`config.mk`:
```
export PLATFORM = sky130hd
export DESIGN_NAME = dmem_arbiter_flat
export DESIGN_NICKNAME = d
export VERILOG_FILES = /design/src/rtl/dmem_arbiter_if.sv /design/src/rtl/dmem_arbiter.sv /design/src/flat_wrapper.sv
export SDC_FILE = /design/constraint.sdc
export NUM_CORES = 1
export LEC_CHECK = 0
export BUFFER_PORTS_ARGS = -buffer_cell sky130_fd_sc_hd__buf_4
export CORE_AREA = 2 2 206 208
export DETAILED_ROUTE_END_ITERATION = 8
export DIE_AREA = 0 0 208 210
export PLACE_DENSITY = 0.44
export SLEW_MARGIN = 20
export SYNTH_ARGS = -nofsm -noshare
export SYNTH_HDL_FRONTEND = slang
export SYNTH_SLANG_ARGS = --single-unit
```
`constraint.sdc`:
```
create_clock -name clock -period 1.7 [get_ports clock]
set_input_delay 0.34 -clock clock [delete_from_list [all_inputs] [get_ports clock]]
set_output_delay 0.34 -clock clock [all_outputs]
set_load 0.01 [all_outputs]
```
`src/rtl/dmem_arbiter_if.sv`:
```
// dmem_arbiter_if: request ports P and D plus the memory side
// slave = arbiter view, master = requester/memory view
interface dmem_arbiter_if #(
  parameter int IDX_W = 10
);
  logic             p_req;
  logic             p_we;
  logic [63:0]      p_addr;
  logic [63:0]      p_wdata;
  logic [63:0]      p_rdata;
  logic             p_done;
  logic             p_err;
  logic             p_stall;
  logic             d_req;
  logic             d_we;
  logic [63:0]      d_addr;
  logic [63:0]      d_wdata;
  logic [63:0]      d_rdata;
  logic             d_done;
  logic             d_err;
  logic             m_en;
  logic             m_we;
  logic [IDX_W-1:0] m_idx;
  logic [63:0]      m_wdata;
  logic [63:0]      m_rdata;
  logic             m_ack;

  modport slave (
    input  p_req, p_we, p_addr, p_wdata,
    output p_rdata, p_done, p_err, p_stall,
    input  d_req, d_we, d_addr, d_wdata,
    output d_rdata, d_done, d_err,
    output m_en, m_we, m_idx, m_wdata,
    input  m_rdata, m_ack
  );

  modport master (
    output p_req, p_we, p_addr, p_wdata,
    input  p_rdata, p_done, p_err, p_stall,
    output d_req, d_we, d_addr, d_wdata,
    input  d_rdata, d_done, d_err,
    input  m_en, m_we, m_idx, m_wdata,
    output m_rdata, m_ack
  );
endinterface

```
`src/rtl/dmem_arbiter.sv`:
```
// dmem_arbiter: shares the 64-bit data memory between MEM stage (P) and loader (D)
// DMEM_ARB_RR_EN selects round-robin instead of fixed P priority
module dmem_arbiter #(
  parameter int DEPTH   = 1024,
  parameter int IDX_W   = 10,
  parameter int TIMEOUT = 16
) (
  input  logic          clock,
  input  logic          reset,
  dmem_arbiter_if.slave bus
);
  localparam int CW = (TIMEOUT > 1) ? $clog2(TIMEOUT) : 1;
  localparam logic [CW-1:0] TO_LAST =
    CW'((TIMEOUT > 0) ? TIMEOUT - 1 : 0);

  typedef enum logic [1:0] {
    IDLE, ISSUE, WAIT, DONE
  } state_t;

  typedef enum logic {
    OWN_P, OWN_D
  } own_t;

  state_t       state;
  own_t         owner;
  own_t         last_owner;
  logic [CW-1:0] cnt;
  logic         grant_d;
  logic         sel_we;
  logic [63:0]  sel_addr;
  logic [63:0]  sel_wdata;
  logic         bad;

`ifdef DMEM_ARB_RR_EN
  assign grant_d = bus.d_req &
    (~bus.p_req | (last_owner == OWN_P));
`else
  logic unused_last;
  assign unused_last = last_owner;
  assign grant_d = bus.d_req & ~bus.p_req;
`endif

  assign sel_we    = grant_d ? bus.d_we    : bus.p_we;
  assign sel_addr  = grant_d ? bus.d_addr  : bus.p_addr;
  assign sel_wdata = grant_d ? bus.d_wdata : bus.p_wdata;

  assign bad = (sel_addr[2:0] != 3'b000) |
    (sel_addr[63:3] >= 61'(DEPTH));

  assign bus.p_stall = bus.p_req & ~bus.p_done;

  // access sequencer: IDLE -> ISSUE -> WAIT -> DONE, all outputs registered
  always_ff @(posedge clock or negedge reset) begin
    if (!reset) begin
      state       <= IDLE;
      owner       <= OWN_P;
      last_owner  <= OWN_D;
      cnt         <= '0;
      bus.m_en    <= 1'b0;
      bus.m_we    <= 1'b0;
      bus.m_idx   <= '0;
      bus.m_wdata <= '0;
      bus.p_rdata <= '0;
      bus.p_done  <= 1'b0;
      bus.p_err   <= 1'b0;
      bus.d_rdata <= '0;
      bus.d_done  <= 1'b0;
      bus.d_err   <= 1'b0;
    end else begin
      bus.m_en   <= 1'b0;
      bus.p_done <= 1'b0;
      bus.p_err  <= 1'b0;
      bus.d_done <= 1'b0;
      bus.d_err  <= 1'b0;
      unique case (state)
        IDLE: begin
          if (bus.p_req | bus.d_req) begin
            owner       <= grant_d ? OWN_D : OWN_P;
            bus.m_we    <= sel_we;
            bus.m_idx   <= sel_addr[IDX_W+2:3];
            bus.m_wdata <= sel_wdata;
            if (bad) begin
              state      <= DONE;
              bus.p_done <= ~grant_d;
              bus.p_err  <= ~grant_d;
              bus.d_done <= grant_d;
              bus.d_err  <= grant_d;
            end else begin
              state    <= ISSUE;
              bus.m_en <= 1'b1;
            end
          end
        end
        ISSUE: begin
          cnt   <= '0;
          state <= WAIT;
        end
        WAIT: begin
          if (bus.m_ack) begin
            state      <= DONE;
            bus.p_done <= (owner == OWN_P);
            bus.d_done <= (owner == OWN_D);
            if (!bus.m_we) begin
              if (owner == OWN_D)
                bus.d_rdata <= bus.m_rdata;
              else
                bus.p_rdata <= bus.m_rdata;
            end
          end else begin
            cnt <= cnt + 1'b1;
            if (TIMEOUT != 0 && cnt == TO_LAST) begin
              state      <= DONE;
              bus.p_done <= (owner == OWN_P);
              bus.p_err  <= (owner == OWN_P);
              bus.d_done <= (owner == OWN_D);
              bus.d_err  <= (owner == OWN_D);
            end
          end
        end
        DONE: begin
          last_owner <= owner;
          state      <= IDLE;
        end
      endcase
    end
  end
endmodule
```
`src/flat_wrapper.sv`:
```
// flat-port wrapper written by rule: the top's interface ports become plain ports
module dmem_arbiter_flat 
#(
  parameter int DEPTH   = 1024,
  parameter int IDX_W   = 10,
  parameter int TIMEOUT = 16
)
  (clock, reset, bus_p_req, bus_p_we, bus_p_addr, bus_p_wdata, bus_p_rdata, bus_p_done, bus_p_err, bus_p_stall, bus_d_req, bus_d_we, bus_d_addr, bus_d_wdata, bus_d_rdata, bus_d_done, bus_d_err, bus_m_en, bus_m_we, bus_m_idx, bus_m_wdata, bus_m_rdata, bus_m_ack);
  dmem_arbiter_if #(.IDX_W(IDX_W)) bus_i ();
  input  logic clock;
  input  logic reset;
  input wire logic [$bits(bus_i.p_req)-1:0] bus_p_req;
  input wire logic [$bits(bus_i.p_we)-1:0] bus_p_we;
  input wire logic [$bits(bus_i.p_addr)-1:0] bus_p_addr;
  input wire logic [$bits(bus_i.p_wdata)-1:0] bus_p_wdata;
  output wire logic [$bits(bus_i.p_rdata)-1:0] bus_p_rdata;
  output wire logic [$bits(bus_i.p_done)-1:0] bus_p_done;
  output wire logic [$bits(bus_i.p_err)-1:0] bus_p_err;
  output wire logic [$bits(bus_i.p_stall)-1:0] bus_p_stall;
  input wire logic [$bits(bus_i.d_req)-1:0] bus_d_req;
  input wire logic [$bits(bus_i.d_we)-1:0] bus_d_we;
  input wire logic [$bits(bus_i.d_addr)-1:0] bus_d_addr;
  input wire logic [$bits(bus_i.d_wdata)-1:0] bus_d_wdata;
  output wire logic [$bits(bus_i.d_rdata)-1:0] bus_d_rdata;
  output wire logic [$bits(bus_i.d_done)-1:0] bus_d_done;
  output wire logic [$bits(bus_i.d_err)-1:0] bus_d_err;
  output wire logic [$bits(bus_i.m_en)-1:0] bus_m_en;
  output wire logic [$bits(bus_i.m_we)-1:0] bus_m_we;
  output wire logic [$bits(bus_i.m_idx)-1:0] bus_m_idx;
  output wire logic [$bits(bus_i.m_wdata)-1:0] bus_m_wdata;
  input wire logic [$bits(bus_i.m_rdata)-1:0] bus_m_rdata;
  input wire logic [$bits(bus_i.m_ack)-1:0] bus_m_ack;
  assign bus_i.p_req = bus_p_req;
  assign bus_i.p_we = bus_p_we;
  assign bus_i.p_addr = bus_p_addr;
  assign bus_i.p_wdata = bus_p_wdata;
  assign bus_p_rdata = bus_i.p_rdata;
  assign bus_p_done = bus_i.p_done;
  assign bus_p_err = bus_i.p_err;
  assign bus_p_stall = bus_i.p_stall;
  assign bus_i.d_req = bus_d_req;
  assign bus_i.d_we = bus_d_we;
  assign bus_i.d_addr = bus_d_addr;
  assign bus_i.d_wdata = bus_d_wdata;
  assign bus_d_rdata = bus_i.d_rdata;
  assign bus_d_done = bus_i.d_done;
  assign bus_d_err = bus_i.d_err;
  assign bus_m_en = bus_i.m_en;
  assign bus_m_we = bus_i.m_we;
  assign bus_m_idx = bus_i.m_idx;
  assign bus_m_wdata = bus_i.m_wdata;
  assign bus_i.m_rdata = bus_m_rdata;
  assign bus_i.m_ack = bus_m_ack;
  dmem_arbiter #(.DEPTH(DEPTH), .IDX_W(IDX_W), .TIMEOUT(TIMEOUT)) u_core (.clock(clock), .reset(reset), .bus(bus_i));
endmodule
```
# Word level (Yosys, flattened, before mapping)
# Index checks and enable logic that the tools add are counted.
dict set report word_totals {
  reg_bits 215
  input_bits 327
  out_inout_bits 209
  wordCells 67
}
dict set report op_classes {
  add_sub_neg 1
  order_cmp 1
  n_eq_ne 7
  n_mux 28
  bitwise 9
  n_reduce_logical 8
}
# cell count
set op_table {}
lappend op_table {{2-to-1 mux 64 bit} 2}
lappend op_table {{greater-or-equal comparator 61 x 11 -> 1 bit (second input constant)} 1}
lappend op_table {{2-to-1 mux 1 bit} 15}
lappend op_table {{2-to-1 mux 2 bit} 4}
lappend op_table {{one-hot mux 1 bit (2 select lines)} 4}
lappend op_table {{one-hot mux 2 bit (4 select lines)} 1}
lappend op_table {{one-hot mux 4 bit (2 select lines)} 1}
lappend op_table {{AND reduction 4 bit} 2}
lappend op_table {{AND reduction 2 bit} 3}
lappend op_table {{inverter 1 bit} 5}
lappend op_table {{adder 4 x 1 -> 4 bit (second input constant)} 1}
lappend op_table {{== test 2 bit (second input constant)} 2}
lappend op_table {{== test 4 bit (second input constant)} 1}
lappend op_table {{2-to-1 mux 4 bit} 1}
lappend op_table {{!= test 3 x 2 -> 1 bit (second input constant)} 1}
lappend op_table {{nonzero test 3 bit} 1}
lappend op_table {{AND 1 bit} 2}
lappend op_table {{== test 2 x 1 -> 1 bit (second input constant)} 1}
lappend op_table {{zero test 2 bit} 1}
lappend op_table {{!= test 2 x 1 -> 1 bit (second input constant)} 1}
lappend op_table {{!= test 2 bit (second input constant)} 1}
lappend op_table {{bitwise OR 1 bit} 2}
lappend op_table {{nonzero test 2 bit} 1}

# Depth between registers and ports, before layout
dict set report logic_depth {
  word_depth 8
  ltp_mapped 8
  mapped_depth_nobuf 7
}

# Least setup slack after synthesis
# OpenSTA, ideal clock, no wires.
dict set report synth_path {
  path_kind {reg-to-reg}
  start {register u_core.state[0]}
  end {register u_core.bus.p_rdata[3]}
  setup_time_ps 125
  arrival_ps 1634
  t_required_ps 1575
  path_slack_ps -58
  stages_incl_launch_ff 7
  n_path_buf 1
  path_cell_list {dfrtp_1 > inv_1 > ha_1 > nand2_1 > nor3_2 > buf_2 > mux2_2}
}
dict set report synth_via {
  elab_chain_cells 2
}
# element line
set synth_lines {}
lappend synth_lines {{start: declaration} dmem_arbiter.sv:24} ;# state_t state;
lappend synth_lines {{start signal: assignment} dmem_arbiter.sv:55} ;# state <= IDLE;
lappend synth_lines {{start signal: assignment} dmem_arbiter.sv:83} ;# state <= DONE;
lappend synth_lines {{start signal: assignment} dmem_arbiter.sv:89} ;# state <= ISSUE;
lappend synth_lines {{== test 2 bit} dmem_arbiter.sv:75} ;# unique case (state)
lappend synth_lines {{AND reduction 4 bit (no line)} --}
lappend synth_lines {{end signal: assignment} dmem_arbiter.sv:107} ;# bus.p_rdata <= bus.m_rdata;
lappend synth_lines {{end: declaration} dmem_arbiter_if.sv:30} ;# output p_rdata, p_done, p_err, p_stall,
# Every way passes these cells.
# A chain may end at the register's enable or synchronous reset.

# Worst setup path in the final report
dict set report layout_path {
  start {register u_core.state[0]}
  end {register u_core.bus.d_rdata[35]}
}
dict set report layout_via {
  elab_chain_cells 2
}
# element line
set layout_lines {}
lappend layout_lines {{== test 2 bit} dmem_arbiter.sv:75}
lappend layout_lines {{AND reduction 4 bit (no line)} --}
lappend layout_lines {{end signal: assignment} dmem_arbiter.sv:105} ;# bus.d_rdata <= bus.m_rdata;
lappend layout_lines {{end: declaration} dmem_arbiter_if.sv:32} ;# output d_rdata, d_done, d_err,
# Every way passes these cells.

==> impl_results.md <==
- Final core utilization: a little under two fifths
- Yosys cell types: 37
- Total global routing overflow: 0
- #FFs+latches synth: about 220
- Io pins: between 500 and 600
- Htree depth: 1
- Most frequent cell after synthesis: dfrtp_1
- Min Hold Slack: around 0.027 ns
- Worst setup endpoint: u_core.bus.d_rdata[35]$_DFFE_PN0P_
- Initial Util: roughly 22%
- DR vias: 7762
- CTS Root Cell: clkbuf_16
- Initial antenna violation count: 1
- Drt pass-1 iters: 4
- # rows: 75
- RSZ-0062 raised after global routing: yes
- Synth area leader: dfrtp_1
- CTS Buf Count: 26
- Clock Skew: between 0.008 and 0.009 ns
- Clock-pin slew on the worst setup and hold paths: 0.06 ns
- LEAKAGE: approximately 0.0081 uW
- Placed Area: between 10000 and 15000 um2
- Final setup vio count: 81
- Outcome: finished with violations
- Mapped Cells: 712
- IO Port Bufs: 535
- Post-synth top area share: around three fifths
- Die span in y: ~210 um
- Startpoint types: flop
- TritonCTS clock tree: built
- Peak VDD IR: roughly 0.00077 V
- RR Endpoint: u_core.bus.d_rdata[35]$_DFFE_PN0P_
- Die width: 208 um
- Nets: 1639
- Synth Net Count: roughly 1.0k
- Period Utilization, post-route: 104.5%
- Slew Limit Headroom: a little under three quarters
- Depth of the most critical reg-to-reg path: 6
- Average wire per standard cell: between 15 and 20 um
- Core Area: slightly above 40000 um2
- Via/cell ratio: 4.162
- Asr flop ratio synth: 100.0%
- Avg Cell Area, Syn: around 13 um2
- RePlAce Congestion: about 0.87
- Reg2reg start: u_core.state[0]$_DFFE_PN0P_
- 1st-iter DRT viols: roughly 210
- Crit-path max FO: 24
- Sequential element share of the synthesized area: between 50% and 60%
- Post-route cell area: approximately 16000 um2
- Worst skew pair latency: about 0.54 ns
- Crit. End Element: flop
- Clk sinks: ~220
- Crit path DAT: 2.18 ns
- DRC: 0
- PwrDens: roughly 1700 nW/um2
- Largest net degree at the start of global routing: between 40 and 50
- Count of max-cap constraint violations: 0
- CTS max path bufs: 3
- Detailed Route WL: 35010 um
- All-Layer GR Usage: between 10% and 20%
- Post-layout min period: approximately 1.8 ns
- Critical Path Start: u_core.state[0]$_DFFE_PN0P_
- Final WS setup: -0.07601 ns
- Top FF cell, synth: dfrtp_1
- Hpwl dp: 26960 um
- Power consumption: ~27000 uW
- Worst-Margin Slew: around 0.43 ns
- Share of cells above drive strength 1: between 50% and 60%
- P&R area growth vs syn: 72.94%
- Synth warn: 0
- Final count of pins violating max slew: 0
- Number of synthesized flops with an enable pin: 0
- Post-Syn Area: 9110 um2
- Detail Route Antenna Nets: 0
- Fmax: ~560 MHz
- Die area: approximately 44000 um2
- Vias in the first global route: 8225
- CP required: about 2.1 ns
- Failing checks: setup timing
- Global-route wire length before repair: slightly above 50000 um
- Synth top area cells: dfrtp_1 59%, mux2_1 8.3%, mux2i_1 8.2%
- Hold Crit Class: in -> reg
- Synth top cells by count: 215 x dfrtp_1, 82 x nand2_1, 79 x o21ai_0, 75 x mux2i_1, 67 x mux2_1
- Fin. Hold Viols: 0
- Worst Path Class, Setup: reg -> reg
- Sum of negative setup slack: -3.122 ns
- FF-to-FF setup slack: -0.08 ns
## sequential cells by signal, summed over array words and instances (netlist names)
register / flops
u_core.bus.d_err: 1
u_core.bus.p_err: 1
u_core.cnt: 4
u_core.owner: 1
u_core.bus.m_idx: 10
u_core.bus.m_wdata: 64
u_core.bus.d_done: 1
u_core.bus.p_done: 1
u_core.bus.d_rdata: 64
u_core.bus.m_en: 1
u_core.bus.m_we: 1
u_core.state: 2
u_core.bus.p_rdata: 64
## metal layers
| layer | wire, um | vias to the layer above | track usage (%) |
|---|---|---|---|
| met1 | 15020 | 3637 | 19.60 |
| met4 | 775 | 0 | 3.864 |
| li1 | - | 3729 | - |
| met5 | 0 | - | 0 |
| met3 | 3314 | 45 | 5.319 |
| met2 | 15910 | 351 | 24.12 |
## power by group
group / internal [uW] / total (uW) / switching (uW) / leakage [uW]
registers: 7630 / 9080 / 1450 / 0.00263
clock network: 3560 / 5710 / 2150 / 0.000425
logic: 6740 / 11700 / 5000 / 0.00501
## final cells by class
class	count	area, um2
clock buffers	40	774.5
well taps	539	674.4
fillers	4138	25720
inverters	5	18.77
flip-flops and latches	215	5380
diodes	1	2.502
clock inverters	5	102.6
repair buffers	610	4942
multi-input cells	450	3860
## through the flow
stage          setup WS, ns  std cells
6_report           -0.07601       1865
5_1_grt             -0.1465       1865
4_1_cts            -0.08557       1855
3_5_place_dp        -0.2648       1801
3_3_place_gp        -0.2499       1801
2_1_floorplan      -0.05844        712
## cell families after synthesis
kind of cell | after synthesis | synth area share [%]
buffers and inverters | 47 | 2.376
XOR/XNOR | 1 | 0.09616
multiplexers | 204 | 24.19
adder cells (fa/ha/maj) | 4 | 0.5494
AO/OA/AOI/OAI | 96 | 5.920
flip-flops | 215 | 59.06
AND/OR/NAND/NOR | 145 | 7.815
## worst min path at each step
| stage | from | cells after the start | to |
|---|---|---|---|
| final | bus_m_rdata[24] | 2 | u_core.bus.d_rdata[24]$_DFFE_PN0P_ |
| after detailed placement | reset | 1 | u_core.bus.d_rdata[28]$_DFFE_PN0P_ |
| after global placement | reset | 1 | u_core.bus.d_rdata[28]$_DFFE_PN0P_ |
| after CTS | bus_m_rdata[15] | 2 | u_core.bus.d_rdata[15]$_DFFE_PN0P_ |
| after global routing | bus_m_rdata[15] | 2 | u_core.bus.d_rdata[15]$_DFFE_PN0P_ |
| after floorplan | reset | 0 | u_core.bus.d_done$_DFF_PN0_ |
## placed cells by master (no fill, tap or decap), types with 2 or more instances in the layout
cell / n
nand2_1: 81
clkbuf_1: 8
and3_1: 3
nand4_1: 5
nor3_1: 3
ha_1: 2
or4_4: 4
a21oi_1: 4
bufinv_16: 3
ha_4: 2
nor4_1: 18
o21ai_0: 78
mux2i_1: 75
nor4_2: 4
nor2b_1: 3
buf_12: 15
nor2_1: 13
buf_16: 3
mux2_2: 16
inv_1: 4
nand3_1: 5
clkbuf_8: 5
clkbuf_16: 32
buf_4: 580
mux2_1: 38
dlygate4sd3_1: 5
a311o_1: 4
mux2_4: 75
dfrtp_1: 215
buf_8: 2
## worst max-delay path, cell delays in order (launching register included)
cell	delay [ns]
dfrtp_1	0.38
inv_2	0.08
ha_4	0.14
nand2_2	0.05
or3_4	0.43
buf_12	0.21
mux2_1	0.33
## timing repair
action | in CTS | in global routing
endpoints found under the hold margin | 41 | 0
gates cloned | 2 | 5
hold buffers | 5 | 0
buffers inserted | 2 | 4
gates resized for setup | 41 | 50
endpoints found under the setup margin | 127 | 149
Note: power is estimated with default switching activity, not from simulation.
